<file path="config.mk">
export PLATFORM = sky130hd
export DESIGN_NAME = seg7_scan
export DESIGN_NICKNAME = d
export VERILOG_FILES = /design/src/rtl/seg7_pkg.sv /design/src/rtl/seg7_scan_hex7seg.sv /design/src/rtl/seg7_scan.sv
export SDC_FILE = /design/constraint.sdc
export NUM_CORES = 1
export LEC_CHECK = 0
export ABC_CLOCK_PERIOD_IN_PS = 8060
export BUFFER_PORTS_ARGS = -buffer_cell sky130_fd_sc_hd__buf_2
export CORE_ASPECT_RATIO = 0.6
export CORE_MARGIN = 2
export CORE_UTILIZATION = 62
export CTS_CLUSTER_SIZE = 28
export DETAILED_ROUTE_END_ITERATION = 12
export MAX_ROUTING_LAYER = met4
export PLACE_DENSITY = 0.95
export RECOVER_POWER = 50
export SYNTH_ARGS = -nofsm -noshare
export SYNTH_HDL_FRONTEND = slang
export SYNTH_SLANG_ARGS = --single-unit
</file>
<file path="constraint.sdc">
create_clock -name CLK -period 8.06 [get_ports CLK]
set_clock_uncertainty 0.2 [all_clocks]
set_input_delay 0.403 -clock CLK [delete_from_list [all_inputs] [get_ports CLK]]
set_output_delay 0.403 -clock CLK [all_outputs]
set_load 0.005 [all_outputs]
</file>
<file path="src/rtl/seg7_pkg.sv">
// seg7_pkg: shared scan states, blank code and hex segment table for the 7-seg scanner
package seg7_pkg;
  typedef enum logic {S_BLANK, S_ON} scan_state_t;
  localparam logic [6:0] SEG_BLANK = 7'h7F;
  localparam logic [15:0][6:0] hex_to_seg = {
    7'h0E, 7'h06, 7'h21, 7'h46, 7'h03, 7'h08, 7'h10, 7'h00,
    7'h78, 7'h02, 7'h12, 7'h19, 7'h30, 7'h24, 7'h79, 7'h40
  };
endpackage

</file>
<file path="src/rtl/seg7_scan_hex7seg.sv">
// hex7seg: combinational nibble to active-low {g,f,e,d,c,b,a} decoder
module hex7seg
  import seg7_pkg::*;
(
  input  logic [3:0] nib_i,
  output logic [6:0] seg_o
);
  assign seg_o = hex_to_seg[nib_i];
endmodule

</file>
<file path="src/rtl/seg7_scan.sv">
// seg7_scan: multiplexed hex display scanner with frame-boundary shadow commit and blank slots
module seg7_scan
  import seg7_pkg::*;
#(
  parameter int NUM_DIGITS = 8,
  parameter int DWELL      = 4,
  parameter bit BLANK_LZ   = 1'b1
) (
  input  logic                    CLK,
  input  logic                    RST,
  input  logic                    load,
  input  logic [4*NUM_DIGITS-1:0] value,
  input  logic [NUM_DIGITS-1:0]   dots,
  output logic [NUM_DIGITS-1:0]   AN,
  output logic [6:0]              SEG,
  output logic                    DP,
  output logic                    frame_done
);
  localparam int IW = NUM_DIGITS > 1 ? $clog2(NUM_DIGITS) : 1;
  localparam int DW = DWELL > 1 ? $clog2(DWELL) : 1;
  localparam int VW = 4 * NUM_DIGITS;
  scan_state_t           state_q, state_d;
  logic [IW-1:0]         idx_q, idx_d, hi_idx;
  logic [DW-1:0]         dwell_q, dwell_d;
  logic [VW-1:0]         pend_q, pend_d, disp_q, disp_d;
  logic [NUM_DIGITS-1:0] pend_dots_q, pend_dots_d, disp_dots_q, disp_dots_d;
  logic                  pend_flag_q, pend_flag_d, frame_done_q, frame_done_d;
  logic [NUM_DIGITS-1:0] an_q, an_d;
  logic [6:0]            seg_q, seg_d, seg_dec;
  logic                  dp_q, dp_d, last_tick, commit, lz_blank;
  logic [3:0]            nib;
  always_ff @(posedge CLK or posedge RST) begin
    if (RST) begin
      state_q      <= S_BLANK;
      idx_q        <= '0;
      dwell_q      <= '0;
      pend_q       <= '0;
      pend_dots_q  <= '0;
      pend_flag_q  <= 1'b0;
      disp_q       <= '0;
      disp_dots_q  <= '0;
      frame_done_q <= 1'b0;
      an_q         <= '1;
      seg_q        <= SEG_BLANK;
      dp_q         <= 1'b1;
    end else begin
      state_q      <= state_d;
      idx_q        <= idx_d;
      dwell_q      <= dwell_d;
      pend_q       <= pend_d;
      pend_dots_q  <= pend_dots_d;
      pend_flag_q  <= pend_flag_d;
      disp_q       <= disp_d;
      disp_dots_q  <= disp_dots_d;
      frame_done_q <= frame_done_d;
      an_q         <= an_d;
      seg_q        <= seg_d;
      dp_q         <= dp_d;
    end
  end
  always_comb begin
    last_tick    = state_q == S_ON && dwell_q == DW'(DWELL - 1);
    commit       = last_tick && idx_q == IW'(NUM_DIGITS - 1);
    state_d      = state_q == S_BLANK ? S_ON : (last_tick ? S_BLANK : S_ON);
    dwell_d      = state_q == S_ON && !last_tick ? DW'(dwell_q + 1'b1) : '0;
    idx_d        = last_tick ? (idx_q == IW'(NUM_DIGITS - 1) ? '0 : IW'(idx_q + 1'b1)) : idx_q;
    disp_d       = commit && pend_flag_q ? pend_q : disp_q;
    disp_dots_d  = commit && pend_flag_q ? pend_dots_q : disp_dots_q;
    pend_d       = load ? value : pend_q;
    pend_dots_d  = load ? dots : pend_dots_q;
    pend_flag_d  = load | (pend_flag_q & ~commit);
    frame_done_d = commit;
  end
  // highest nonzero nibble; digits above it are leading zeros
  always_comb begin
    hi_idx = '0;
    for (int i = 1; i < NUM_DIGITS; i++)
      if (disp_q[4*i +: 4] != 4'h0) hi_idx = IW'(i);
  end
  assign nib = disp_q[4*idx_q +: 4];
  hex7seg u_dec (.nib_i(nib), .seg_o(seg_dec));
  always_comb begin
    lz_blank = BLANK_LZ && idx_q > hi_idx;
    an_d     = state_q == S_ON ? ~(NUM_DIGITS'(1) << idx_q) : '1;
    seg_d    = state_q == S_ON && !lz_blank ? seg_dec : SEG_BLANK;
    dp_d     = state_q == S_ON ? ~disp_dots_q[idx_q] : 1'b1;
  end
  assign AN         = an_q;
  assign SEG        = seg_q;
  assign DP         = dp_q;
  assign frame_done = frame_done_q;
endmodule

</file>
# After elaboration in Yosys (flattened, before gate mapping)
# Memory sizes are Yosys's and may differ from the RTL's.
# Cells that the tools add are included.
# classes
eq_ne	2
n_mux	17
reduce_logical	14
add_sub_neg	2
shifts	2
bitwise	5
n_lt_le_gt_ge	3
# op_table
op	n
$shiftx 32x6->4	1
$reduce_bool 4->1	7
$mux 3	5
$mux 7	2
$mux 8	1
$not 8->8	1
$shl 1x3->8 const A	1
$mux 2	3
$logic_and 1x1->1	5
$lt 4x5->1 const B	1
$mux 1	5
$lt 3x4->1 const B	1
$add 3x1->3 const B	1
$bmux 1 s3	1
$eq 3x3->1 const B	1
$gt 3x3->1	1
$add 2x1->2 const B	1
$eq 2x2->1 const B	1
$logic_not 1->1	2
$not 1->1	2
$and 1x1->1	1
$or 1x1->1	1
# word_totals
output_inout_bits	17
in_bits	43
mem_bits_ro	112
regBits	104
memories	1
# memory_table
memory	depth	word_bits	rd	rd_clocked_by_memory_dff	wr	line_no	source
(name not given)	16	7	1	0	0	seg7_scan_hex7seg.sv:8	assign seg_o = hex_to_seg[nib_i];

# Logic depth before layout (Yosys ltp)
# Gate-level depths: netlist (run 1).
# logic_depth
word_depth	12
ltp_mapped	12

# Hierarchy
# A second synthesis (run 1) with hierarchy kept.
# unflattened
cells_unflattened	318
area_unflattened_um2	4645.7
# by_module_without_submodules
mod	instances	seq_area_each_um2	cells_each	area_each_um2
seg7_scan	1	2622.5	286	4370.4
hex7seg	1	0.0	32	275.3

# Least setup slack after synthesis (run 1)
# Ideal clock, no wire load.
# synth_timing
kind	reg2reg
startpoint	register disp_q[21]
endpoint	register seg_q[3], in the netlist SEG[3]
path_buffers	1
arrival_ns	2.116
stages_incl_launch_ff	11
path_slack_ns	5.654
required_time_ns	7.769
setup_time_ns	0.091
cell_sequence	dfrtp_1 -> or4_1 -> o21ai_1 -> nand2_1 -> ha_1 -> nand3_1 -> o211ai_1 -> and3_1 -> clkbuf_1 -> o2111a_1 -> a31oi_1
# synth_between
elab_chain_cells	8
elab_cells_between_ends	11
# synth_lines
item	line_no	source
from (decl)	seg7_scan.sv:25	logic [VW-1:0] pend_q, pend_d, disp_q, disp_d;
from (signal assigned)	seg7_scan.sv:53	disp_q <= disp_d;
branches (longest 7 deep; another with $mem_v2 16x7)	n/a	
$mux 7 (*)	seg7_scan.sv:85	seg_d = state_q == S_ON && !lz_blank ? seg_dec : SEG_BLANK;
net seg_d[3]	seg7_scan.sv:29	logic [6:0] seg_q, seg_d, seg_dec;
to (signal assigned)	seg7_scan.sv:57	seg_q <= seg_d;
to (decl)	seg7_scan.sv:29	
# Mark *: on every way through the listed nets, which the timed path passes. The select of a mux whose other input is x is not followed.
# A chain may end at the register's enable or synchronous reset.

# Final worst setup path (run 1)
# layout_timing
startpoint	register idx_q[2]
endpoint	register seg_q[3], in the netlist SEG[3]
# layout_between
elab_chain_cells	4
elab_cells_between_ends	7
# layout_lines
item	line_no	source
from (decl)	seg7_scan.sv:23	logic [IW-1:0] idx_q, idx_d, hi_idx;
from (signal assigned)	seg7_scan.sv:48	idx_q <= idx_d;
$shiftx 32x6->4 / $gt 3x3->1 (equally long branches)	seg7_scan.sv:80, seg7_scan.sv:83	
$mem_v2 16x7 / $logic_not 1->1 (equally long branches)	n/a	
$mux 7 (not written as such) / $logic_and 1x1->1 (equally long branches)	seg7_scan_hex7seg.sv:8, seg7_scan.sv:85	
$mux 7 (*)	seg7_scan.sv:85	
net seg_d[3]	seg7_scan.sv:29	
# The timed path passes the listed nets; every way through them passes the cells marked *. The select of a mux whose other input is x is not followed.

==> impl_metrics.json, run 1 <==
{
  "report.final.setup_viol": 0,
  "insertion_delay_ns": 0.35,
  "path_depth_of_the_worst_reg2reg_path": 7,
  "grt_overflow_total": 0,
  "worstSetupStartpointType": "flop",
  "cellPowerDensity_mw_per_mm2": 219.8,
  "detailroute.via_count": 2783,
  "final_report_max_slew_violation_count": 91,
  "detail_route.wirelength_um": 8464,
  "synth_largest_type_area_fraction_pct": 47.94,
  "drc": 0,
  "critPathMaxFanout": 19,
  "track_usage_pct": 24.41,
  "detailedPlacementHpwl_um": 6032,
  "post_cts.resized_instances": 0,
  "netlist_area_mm2": 0.004593,
  "grt_start_max_net_pins": 58,
  "detail-route-antenna-nets": 0,
  "synth_top_cells_by_area": "sky130_fd_sc_hd__dfrtp_1 (48%), sky130_fd_sc_hd__mux2_2 (15%), sky130_fd_sc_hd__dfstp_2 (9.2%)",
  "holdCritStartpoint": "value[28]",
  "tightest_slew_ns": 2.163,
  "register_area_share_after_synthesis_pct": 57.10,
  "postSynthCellCount": 319,
  "fillCellCount": 469,
  "most_frequent_standard_cell_in_the_layout_excluding_fill_and_tap_cells": "sky130_fd_sc_hd__dfrtp_1",
  "slew_headroom_pct": -44.18,
  "synth_cell_types": 44,
  "cts_max_level": 3,
  "routed_via_density": 5.896,
  "placed_cells_incl_taps": 455,
  "cts-buffers-inserted": 9,
  "finish.utilization_pct": 72.64,
  "initial_core_utilization_pct": 63.73,
  "antenna_diodes": 0,
  "grt_first_pass_wirelength_um": 14550,
  "min_period_ns": 2.783,
  "finalHoldViolations": 0,
  "yosys.area.top_type": "sky130_fd_sc_hd__dfrtp_1",
  "synth_edf_count": 0,
  "grt_setup_unrepaired": "no",
  "timing.max_cap.violations": 2,
  "first_global_vias": 2873,
  "num-nets-final": 435,
  "seqCellArea_mm2": 0.002623,
  "tritoncts": "built",
  "final_cell_count_no_fill": 472,
  "rr_endpoint": "SEG[3]$_DFF_PP1_",
  "leakage_nw": 2.336,
  "fmaxAchievable_mhz": 359.3,
  "portBuffers": 59,
  "drt_first_iter_violations": 314,
  "core_region_area_mm2": 0.007207,
  "avgRoutedWirePerCell_um": 17.93,
  "crit_type": "reg2reg",
  "design.die.area_mm2": 0.008135,
  "drt-pass1-iter-count": 4,
  "flow.area_growth_from_synthesis_pct": 13.97,
  "floorplan.rows": 24,
  "antenna_found_initial": 0,
  "outcome": "finished, violations left",
  "setup_total_negative_slack_ns": 0,
  "post_route_cells_drive_above_1_share_pct": 41.73,
  "synth-main-ff-cell": "sky130_fd_sc_hd__dfrtp_1",
  "multi_input_comb_area_mm2": 0.001852,
  "syn_area_per_cell_um2": 14.40,
  "synth.net_count": 378,
  "ys_warn_count": 0,
  "boundaryPins": 60,
  "r2r_setup_slk_ns": 5.28,
  "finalWeightedCongestion": 0.8968,
  "arrival_worst_endpoint_ns": 2.84,
  "failed_checks": "capacitance limit, slew limit",
  "dieHeight_um": 70.67,
  "vdd.ir_drop.worst_uv": 155.7,
  "cp_data_required_time_ns": 8.11,
  "worstSetupStartpoint": "idx_q[2]$_DFFE_PP0P_",
  "hold_path_depth": 2,
  "finalCritPeriodShare_pct": 34.53,
  "synth-async-reset-ratio_pct": 100.0,
  "chipWidth_um": 115.1,
  "clock-root-buffer": "sky130_fd_sc_hd__clkbuf_16",
  "synth_seq_cells": 104,
  "min-delay-path-class": "in2reg",
  "clock_transition_at_the_registers_of_the_reported_paths_ns": 0.07,
  "design_power_total_mw": 1.150,
  "rr_startpoint": "idx_q[2]$_DFFE_PP0P_",
  "critPathCaptureType": "flop",
  "min_to": "pend_q[28]$_DFFE_PP0P_",
  "cts_max_path_buffers": 2,
  "clock_sink_count": 104,
  "most-common-layout-cells": "sky130_fd_sc_hd__dfrtp_1 (88), sky130_fd_sc_hd__mux2_2 (63), sky130_fd_sc_hd__buf_2 (52), sky130_fd_sc_hd__nand2_1 (23), sky130_fd_sc_hd__mux2_1 (20)"
}
[worst max-delay path: stages, from the launching register on]
cell	delay (ns)
sky130_fd_sc_hd__dfrtp_1	0.79
sky130_fd_sc_hd__mux4_2	0.62
sky130_fd_sc_hd__mux2i_4	0.27
sky130_fd_sc_hd__inv_1	0.13
sky130_fd_sc_hd__ha_1	0.26
sky130_fd_sc_hd__o21ai_0	0.12
sky130_fd_sc_hd__o2111a_1	0.23
sky130_fd_sc_hd__a31oi_1	0.06
[synth_stat cells (2+ instances only)]
| master | n |
|---|---|
| sky130_fd_sc_hd__inv_1 | 9 |
| sky130_fd_sc_hd__dfstp_2 | 16 |
| sky130_fd_sc_hd__mux2i_1 | 6 |
| sky130_fd_sc_hd__mux4_1 | 2 |
| sky130_fd_sc_hd__nor2b_1 | 3 |
| sky130_fd_sc_hd__o211ai_1 | 3 |
| sky130_fd_sc_hd__a21oi_1 | 3 |
| sky130_fd_sc_hd__mux2_2 | 63 |
| sky130_fd_sc_hd__mux2i_4 | 2 |
| sky130_fd_sc_hd__and3_1 | 2 |
| sky130_fd_sc_hd__mux4_2 | 6 |
| sky130_fd_sc_hd__ha_1 | 16 |
| sky130_fd_sc_hd__nor2_1 | 3 |
| sky130_fd_sc_hd__nor4_1 | 6 |
| sky130_fd_sc_hd__buf_6 | 2 |
| sky130_fd_sc_hd__o221ai_1 | 4 |
| sky130_fd_sc_hd__nand3_1 | 5 |
| sky130_fd_sc_hd__mux2_1 | 20 |
| sky130_fd_sc_hd__o21ai_0 | 2 |
| sky130_fd_sc_hd__clkbuf_1 | 7 |
| sky130_fd_sc_hd__dfrtp_1 | 88 |
| sky130_fd_sc_hd__buf_1 | 4 |
| sky130_fd_sc_hd__o21ai_1 | 3 |
| sky130_fd_sc_hd__buf_2 | 2 |
| sky130_fd_sc_hd__nand2_1 | 23 |
[sequential cells by signal, summed over array words and instances (netlist names), 2 cells and up]
| name | count |
|---|---|
| pend_q | 32 |
| pend_dots_q | 8 |
| AN | 8 |
| idx_q | 3 |
| disp_q | 32 |
| SEG | 7 |
| dwell_q | 2 |
| disp_dots_q | 8 |
[metal layers]
metal,GRT usage (%),share of wire [%],vias to the layer above
li1,-,-,1268
met1,33.02,46,1404
met2,35.16,45,97
met3,9.512,7.1,14
met4,6.158,1.5,0
met5,-,0,-
[how the worst max path moves through the flow]
stage                                      end  slack [ns]
floorplan           disp_dots_q[0]$_DFFE_PP0P_        4.75
global placement         disp_q[3]$_DFFE_PP0P_        5.49
detailed placement            SEG[3]$_DFF_PP1_        5.33
CTS                           SEG[3]$_DFF_PP1_        5.31
global route            disp_q[11]$_DFFE_PP0P_        4.86
finish                        SEG[3]$_DFF_PP1_        5.28
[report_power, final]
group	internal, mW	switching, mW
registers	0.574	0.0308
logic	0.0617	0.0524
clock network	0.249	0.183
[logic make-up (layout without fill, tap and decap cells)]
logic type                 count (synthesis)  count (layout)  synth area share, %
DFF                                      104             104                57.10
muxes                                     99              99                26.72
and+or+nand+nor                           48              48                5.067
AOI/OAI and AO/OA                         26              26                4.168
buffers and inverters                     26              88                2.588
adders and majority gates                 16              16                4.358
[timing repair]
| item | in CTS | in global routing |
|---|---|---|
| endpoints found under the hold margin | 31 | 0 |
| buffers inserted | 0 | 0 |
| hold buffers | 1 | 0 |
| endpoints found under the setup margin | 0 | 0 |
[metrics by stage]
step	setup WS, ns	hold slack [ns]	area [um2]
6_report	5.277	0.06743	5235
5_1_grt	4.856	0.06668	5235
4_1_cts	5.309	0.05968	5245
3_5_place_dp	5.330	0.2608	4938
3_3_place_gp	5.488	0.2269	4938
2_1_floorplan	4.751	0.2139	4593
[cell type report]
cell class / instances / area share (%)
flip-flops and latches: 104 / 50.10
multi-input cells: 189 / 35.37
repair buffers: 62 / 5.951
clock buffers: 11 / 4.637
well taps: 91 / 2.175
clock inverters: 5 / 1.028
inverters: 10 / 0.7409
(Power assumes the default switching activity.)
==> inputs of run 2 (changes only) <==
--- a/config.mk
+++ b/config.mk
@@ -5,15 +5,16 @@
 export SDC_FILE = /design/constraint.sdc
 export NUM_CORES = 1
 export LEC_CHECK = 0
-export ABC_CLOCK_PERIOD_IN_PS = 8060
+export ABC_AREA = 1
+export ABC_CLOCK_PERIOD_IN_PS = 2500
 export BUFFER_PORTS_ARGS = -buffer_cell sky130_fd_sc_hd__buf_2
 export CORE_ASPECT_RATIO = 0.6
 export CORE_MARGIN = 2
-export CORE_UTILIZATION = 62
+export CORE_UTILIZATION = 52
 export CTS_CLUSTER_SIZE = 28
 export DETAILED_ROUTE_END_ITERATION = 12
 export MAX_ROUTING_LAYER = met4
-export PLACE_DENSITY = 0.95
+export PLACE_DENSITY = 0.86
 export RECOVER_POWER = 50
 export SYNTH_ARGS = -nofsm -noshare
 export SYNTH_HDL_FRONTEND = slang
==> constraint.sdc (replaced) <==
create_clock -name CLK -period 2.5 [get_ports CLK]
set_clock_uncertainty 0.2 [all_clocks]
set_input_delay 0.125 -clock CLK [delete_from_list [all_inputs] [get_ports CLK]]
set_output_delay 0.125 -clock CLK [all_outputs]
set_load 0.005 [all_outputs]
==> run 2 against run 1 <==
Effect of this change: the run now ends clean; critical path type unchanged; critical path depth is 3 higher; hold slack better by 0.17 ns; total power rose to 3.2 times the previous value; die area up 22%; register-to-register slack got worse by 5.0 ns; worst setup slack got worse by 5.0 ns; synthesized area rose by 2.9%; largest cell class unchanged; sequential power grew to 3.1 times the previous value; sequential share of layout area is 5.3 points lower.
==> impl_metrics.json, run 2 <==
{
  "synth_top_cells_by_area": "sky130_fd_sc_hd__dfrtp_1 (47%), sky130_fd_sc_hd__nand2_1 (13%), sky130_fd_sc_hd__dfstp_2 (8.9%)",
  "syn_area_per_cell_um2": 8.561,
  "fillCellCount": 654,
  "clock-root-buffer": "sky130_fd_sc_hd__clkbuf_16",
  "dieHeight_um": 77.85,
  "register_area_share_after_synthesis_pct": 55.49,
  "cts-buffers-inserted": 9,
  "tritoncts": "built",
  "crit_slowest_cell": "sky130_fd_sc_hd__nor4_1",
  "worst_path_most_repeated_cell": "sky130_fd_sc_hd__nand2_1",
  "ys_warn_count": 0,
  "grt_first_pass_wirelength_um": 18080,
  "boundaryPins": 60,
  "critical_path_cell_count": 10,
  "detail-route-antenna-nets": 0,
  "synth.area.mux_share_pct": 0,
  "antenna_diodes": 0,
  "finalHoldViolations": 0,
  "finalWeightedCongestion": 0.9215,
  "portBuffers": 59,
  "tightest_slew_ns": 1.280,
  "synth-async-reset-ratio_pct": 100.0,
  "design_power_total_mw": 3.696,
  "vdd.ir_drop.worst_uv": 404.2,
  "timing.max_cap.violations": 0,
  "postSynthCellCount": 552,
  "finalCritPeriodShare_pct": 90.75,
  "arrival_worst_endpoint_ns": 2.34,
  "worstSetupStartpointType": "flop",
  "path_buf_inv": 1,
  "avgRoutedWirePerCell_um": 13.72,
  "synth_compound_gate_area_share_pct": 10.48,
  "first_global_vias": 3825,
  "final_report_max_slew_violation_count": 0,
  "cts_max_level": 3,
  "critPathCaptureType": "flop",
  "synth-main-ff-cell": "sky130_fd_sc_hd__dfrtp_1",
  "core_region_area_mm2": 0.008653,
  "insertion_delay_ns": 0.35,
  "path_depth_of_the_worst_reg2reg_path": 10,
  "hold_path_depth": 1,
  "synth-adder-area-share_pct": 4.236,
  "clock_transition_at_the_registers_of_the_reported_paths_ns": 0.07,
  "grt_setup_unrepaired": "no",
  "clock_sink_count": 104,
  "netlist_area_mm2": 0.004726,
  "design.die.area_mm2": 0.009892,
  "path_delay_family": "simple AND/OR/NAND/NOR gates",
  "detailedPlacementHpwl_um": 7214,
  "flow.area_growth_from_synthesis_pct": 23.99,
  "post_route_cells_drive_above_1_share_pct": 17.56,
  "critPathMaxFanout": 4,
  "most-common-layout-cells": "sky130_fd_sc_hd__nand2_1 (159), sky130_fd_sc_hd__dfrtp_1 (88), sky130_fd_sc_hd__inv_1 (79), sky130_fd_sc_hd__buf_2 (57), sky130_fd_sc_hd__o21ai_0 (49)",
  "setup_total_negative_slack_ns": 0,
  "drt_first_iter_violations": 218,
  "cellPowerDensity_mw_per_mm2": 630.8,
  "r2r_setup_slk_ns": 0.23,
  "cp_cell_sequence": "nor4_1, nand2_1, nor2_1, ha_1, a21oi_1, o21ai_0, nand2_1, nand2_1, inv_1, nand3_1",
  "initial_core_utilization_pct": 54.61,
  "min_period_ns": 2.269,
  "drc": 0,
  "leakage_nw": 3.010,
  "synth.net_count": 611,
  "synth_cell_types": 27,
  "top_post_synthesis_cells_by_count": "sky130_fd_sc_hd__nand2_1 (158), sky130_fd_sc_hd__dfrtp_1 (88), sky130_fd_sc_hd__inv_1 (80)",
  "drt-pass1-iter-count": 5,
  "cp_data_required_time_ns": 2.57,
  "crit_type": "reg2reg",
  "yosysMostFrequentCell": "sky130_fd_sc_hd__nand2_1",
  "chipWidth_um": 127.1,
  "grt_overflow_total": 0,
  "outcome": "completed",
  "floorplan.rows": 26,
  "synth_seq_cells": 104,
  "report.final.setup_viol": 0,
  "most_frequent_standard_cell_in_the_layout_excluding_fill_and_tap_cells": "sky130_fd_sc_hd__nand2_1",
  "fraction_of_synthesized_cell_area_in_xor_and_xnor_cells_pct": 0,
  "yosys.area.top_type": "sky130_fd_sc_hd__dfrtp_1",
  "cts_max_path_buffers": 2,
  "fmaxAchievable_mhz": 440.8,
  "synth_largest_type_area_fraction_pct": 46.60,
  "num-nets-final": 709,
  "detailroute.via_count": 3783,
  "synth_top_family_by_area": "simple AND/OR/NAND/NOR gates",
  "track_usage_pct": 24.16,
  "antenna_found_initial": 0,
  "routed_via_density": 4.932,
  "grt_start_max_net_pins": 45,
  "detail_route.wirelength_um": 10520,
  "synth_edf_count": 0,
  "slowest_cell_delay_on_critical_path_ns": 0.41,
  "min-delay-path-class": "reg2reg",
  "synth-simple-area-share_pct": 20.73,
  "largestRegisters": "disp_q (32), pend_q (32)",
  "slew_headroom_pct": 14.66
}
## run 2: metal layers
layer,vias to the layer above,track usage (%),wire (um)
met3,12,8.621,752
met4,0,5.604,112
met5,-,-,0
li1,1925,-,-
met2,91,38.23,4777
met1,1755,30.19,4881
## run 2: repair_timing
item | in CTS | in global routing
hold buffers | 41 | 0
hold endpoints to repair | 122 | 0
resized for setup | 0 | 3
buffers inserted | 0 | 0
setup endpoints to repair | 0 | 7
## run 2: power by group
part           leakage [nW]  switching [mW]  internal (mW)  total, mW
logic                  1.64           0.257          0.184      0.441
registers              1.23          0.0641           1.83       1.89
clock network         0.145           0.604          0.757       1.36
## run 2: final cells by class
| cell class | instances | area [um2] | area share, % |
|---|---|---|---|
| multi-input combinational | 341 | 1692 | 28.87 |
| clock inverter | 4 | 26.28 | 0.4484 |
| sequential | 104 | 2623 | 44.76 |
| clock buffer | 12 | 266.5 | 4.548 |
| inverter | 84 | 316.6 | 5.403 |
| tap | 112 | 140.1 | 2.392 |
| timing repair buffer | 110 | 795.8 | 13.58 |
## run 2: through the flow
stage / hold slack, ns / utilization [%] / setup slack, ns / instance area [um2] / instances
floorplan: 0.04184 / - / 0.5252 / 4730 / 552
global placement: -0.02489 / 59.83 / 0.2502 / 5177 / 710
detailed placement: -0.01291 / 59.83 / 0.1716 / 5177 / 710
CTS: 0.06438 / 67.96 / 0.1562 / 5881 / 767
finish: 0.2407 / 67.71 / 0.2312 / 5859 / 767
global route: 0.2610 / 67.71 / 0.006113 / 5859 / 767
## run 2: logic make-up after synthesis
kind of cell,count (synthesis)
buffers and inverters,107
flip-flops,104
adder cells (fa/ha/maj),16
AND/OR/NAND/NOR,228
AO/OA/AOI/OAI,97
## run 2: worst reg2reg max path: cells and delay by family, from the launching register on
family / cells / cell delay (ns)
adders and majority gates: 1 / 0.27
and+or+nand+nor: 6 / 0.93
AOI/OAI and AO/OA: 2 / 0.25
DFF: 1 / 0.40
buffers and inverters: 1 / 0.13
## run 2: path summary, 6_finish.rpt
check                                       start                          to
max in group asynchronous                     RST  disp_dots_q[3]$_DFFE_PP0P_
max                        disp_q[25]$_DFFE_PP0P_            SEG[4]$_DFF_PP1_
max reg2reg                disp_q[25]$_DFFE_PP0P_            SEG[4]$_DFF_PP1_
min                          dwell_q[0]$_DFF_PP0_        dwell_q[0]$_DFF_PP0_
min in group asynchronous                     RST      pend_q[13]$_DFFE_PP0P_
min reg2reg                  dwell_q[0]$_DFF_PP0_        dwell_q[0]$_DFF_PP0_
==> inputs of run 3 (changes only) <==
--- a/config.mk
+++ b/config.mk
@@ -5,7 +5,6 @@
 export SDC_FILE = /design/constraint.sdc
 export NUM_CORES = 1
 export LEC_CHECK = 0
-export ABC_AREA = 1
 export ABC_CLOCK_PERIOD_IN_PS = 2500
 export BUFFER_PORTS_ARGS = -buffer_cell sky130_fd_sc_hd__buf_2
 export CORE_ASPECT_RATIO = 0.6
==> run 3 against run 2 <==
Effect of this change: combinational power up 1%; via count is 23% lower; sequential power grew 4%; first-iteration DRC count shrank 6.0%; critical path depth increased by 1; non-clock buffer count is 8 higher; register-to-register slack got worse by 0.16 ns; total power shrank 0.89%; final cell count down 29%; final area decreased by 0.15%; worst setup slack got worse by 0.16 ns; highest routed layer unchanged.
==> impl_metrics.json, run 3 (synthesis results as in run 1) <==
{
  "outcome": "completed",
  "largestRegisters": "disp_q (32), pend_q (32)",
  "tritoncts": "built",
  "arrival_worst_endpoint_ns": 2.49,
  "min-delay-path-class": "reg2reg",
  "design_power_total_mw": 3.663,
  "most_frequent_standard_cell_in_the_layout_excluding_fill_and_tap_cells": "sky130_fd_sc_hd__dfrtp_1",
  "worst_hold_slack_ns": 0.2760,
  "antenna_diodes": 0,
  "track_usage_pct": 21.26,
  "insertion_delay_ns": 0.34,
  "detailroute.via_count": 2924,
  "p_int_mw": 2.806,
  "final_cell_count_no_fill": 547,
  "clock_sink_count": 104,
  "placed_cells_incl_taps": 487,
  "report.final.setup_viol": 0,
  "switching_share_pct": 23.39,
  "netSwitchingPower_mw": 0.8569,
  "cellPowerDensity_mw_per_mm2": 626.1,
  "cts-buffers-inserted": 9,
  "grt_overflow_total": 0,
  "detail-route-antenna-nets": 0,
  "core_region_area_mm2": 0.008556,
  "cts_max_level": 3,
  "clock_transition_at_the_registers_of_the_reported_paths_ns": 0.06,
  "drt-pass1-iter-count": 4,
  "grt_first_pass_wirelength_um": 15490,
  "p_comb_share_pct": 12.2,
  "fmaxAchievable_mhz": 411.2,
  "flow.area_growth_from_synthesis_pct": 27.38,
  "most-common-layout-cells": "sky130_fd_sc_hd__dfrtp_1 (85), sky130_fd_sc_hd__mux2_2 (63), sky130_fd_sc_hd__buf_2 (53), sky130_fd_sc_hd__dlygate4sd3_1 (41), sky130_fd_sc_hd__nand2_1 (23)",
  "slew_headroom_pct": 28.11,
  "first_global_vias": 3049,
  "path_delay_family": "simple AND/OR/NAND/NOR gates",
  "chipWidth_um": 125.3,
  "avgRoutedWirePerCell_um": 17.00,
  "detail_route.wirelength_um": 9301,
  "slowest_cell_delay_on_critical_path_ns": 0.44,
  "cts_max_path_buffers": 2,
  "dieHeight_um": 76.80,
  "floorplan.rows": 26,
  "layout.cell_area.non_filler_mm2": 0.005851,
  "clock_power_share_pct": 34.3,
  "finalHoldViolations": 0,
  "min_period_ns": 2.432,
  "worstSetupStartpointType": "flop",
  "cp_cell_sequence": "nor4_4, o41ai_2, a21boi_1, o21ai_1, nand2_1, ha_4, nand3_2, o211ai_1, and3_4, o2111a_1, a31oi_1",
  "seqCellArea_mm2": 0.002626,
  "drt_first_iter_violations": 205,
  "detailedPlacementHpwl_um": 6325,
  "cp_data_required_time_ns": 2.56,
  "p_seq_share_pct": 53.5,
  "crit_slowest_cell": "sky130_fd_sc_hd__dfrtp_2",
  "post_route_cells_drive_above_1_share_pct": 42.53,
  "grt_setup_unrepaired": "yes",
  "portBuffers": 59,
  "tightest_slew_ns": 1.072,
  "detailed_place.area_mm2": 0.005086,
  "drc": 0,
  "finalCritPeriodShare_pct": 97.28,
  "antenna_found_initial": 0,
  "clock-root-buffer": "sky130_fd_sc_hd__clkbuf_16",
  "multi_input_comb_area_mm2": 0.001916,
  "final_report_max_slew_violation_count": 0,
  "design.die.area_mm2": 0.009625,
  "finalWeightedCongestion": 0.9823,
  "vdd.ir_drop.worst_uv": 427.8,
  "initial_core_utilization_pct": 53.69,
  "fillCellCount": 569,
  "critPathMaxFanout": 6,
  "routed_via_density": 5.346,
  "num-nets-final": 491,
  "leakage_nw": 2.585,
  "grt_start_max_net_pins": 59,
  "critPathCaptureType": "flop",
  "finish.utilization_pct": 68.38,
  "boundaryPins": 60,
  "path_buf_inv": 0,
  "crit_type": "reg2reg",
  "timing.max_cap.violations": 0
}
## run 3: cell count changes in the layout (fill, tap and decap cells not counted), sizes merged, moves of 8 or more
cell   delta
inv      -74
mux2     +83
mux2i     +8
mux4      +8
nand2   -139
nand3    -33
nor2     -17
o21ai    -85
## run 3: worst register-to-register path: stages, from the launching register on
cell and delay [ns]:
sky130_fd_sc_hd__dfrtp_2 0.44, sky130_fd_sc_hd__nor4_4 0.33, sky130_fd_sc_hd__o41ai_2 0.13, sky130_fd_sc_hd__a21boi_1 0.16, sky130_fd_sc_hd__o21ai_1 0.08, sky130_fd_sc_hd__nand2_1 0.16, sky130_fd_sc_hd__ha_4 0.23, sky130_fd_sc_hd__nand3_2 0.06
sky130_fd_sc_hd__o211ai_1 0.08, sky130_fd_sc_hd__and3_4 0.21, sky130_fd_sc_hd__o2111a_1 0.11, sky130_fd_sc_hd__a31oi_1 0.16
## run 3: worst paths after layout
path	from	slack, ns	to	depth (start not counted)
hold reg to reg	dwell_q[0]$_DFF_PP0_	0.28	dwell_q[0]$_DFF_PP0_	1
setup / recovery	disp_q[9]$_DFFE_PP0P_	0.07	SEG[3]$_DFF_PP1_	11
min in group asynchronous	RST	0.34	disp_dots_q[2]$_DFFE_PP0P_	3
hold / removal	dwell_q[0]$_DFF_PP0_	0.28	dwell_q[0]$_DFF_PP0_	1
setup reg to reg	disp_q[9]$_DFFE_PP0P_	0.07	SEG[3]$_DFF_PP1_	11
max in group asynchronous	RST	0.39	disp_q[10]$_DFFE_PP0P_	4
## run 3: routing by layer
metal	part of all wire (%)	global-route usage (%)
met1	47	29.08
met2	47	32.28
met3	5.2	5.722
met4	1.0	4.778
met5	0	-
## run 3: metrics by stage
step                      setup WS (ns)  setup TNS, ns
final                           0.06807              0
after global routing           -0.07533       -0.09524
after CTS                       0.04323              0
after detailed placement        -0.1198        -0.1198
after global placement        -0.004264      -0.004264
after floorplan                 0.09396              0
## run 3: repair_timing
item	in CTS	in global routing
pin swaps	2	8
buffers inserted	1	4
endpoints found under the hold margin	63	0
cloned	0	0
hold buffers	41	0
gates resized for setup	5	9
endpoints found under the setup margin	7	5
## run 3: layout make-up
class	count	share of cell area (%)
Timing Repair Buffer	118	14.84
Sequential cell	104	44.89
Tap cell	112	2.395
Inverter	10	0.6630
Clock buffer	11	4.149
Clock inverter	3	0.3208
Multi-Input combinational cell	189	32.74
## run 3: power by group through the flow
stage                     Clock [mW]  Combinational, mW  Sequential (mW)
after global placement             0              0.371             1.97
final                           1.26              0.447             1.96
after floorplan                    0              0.264             1.94
after CTS                       1.29              0.441             1.95
after global routing            1.36              0.493             1.98
after detailed placement           0              0.388             1.98
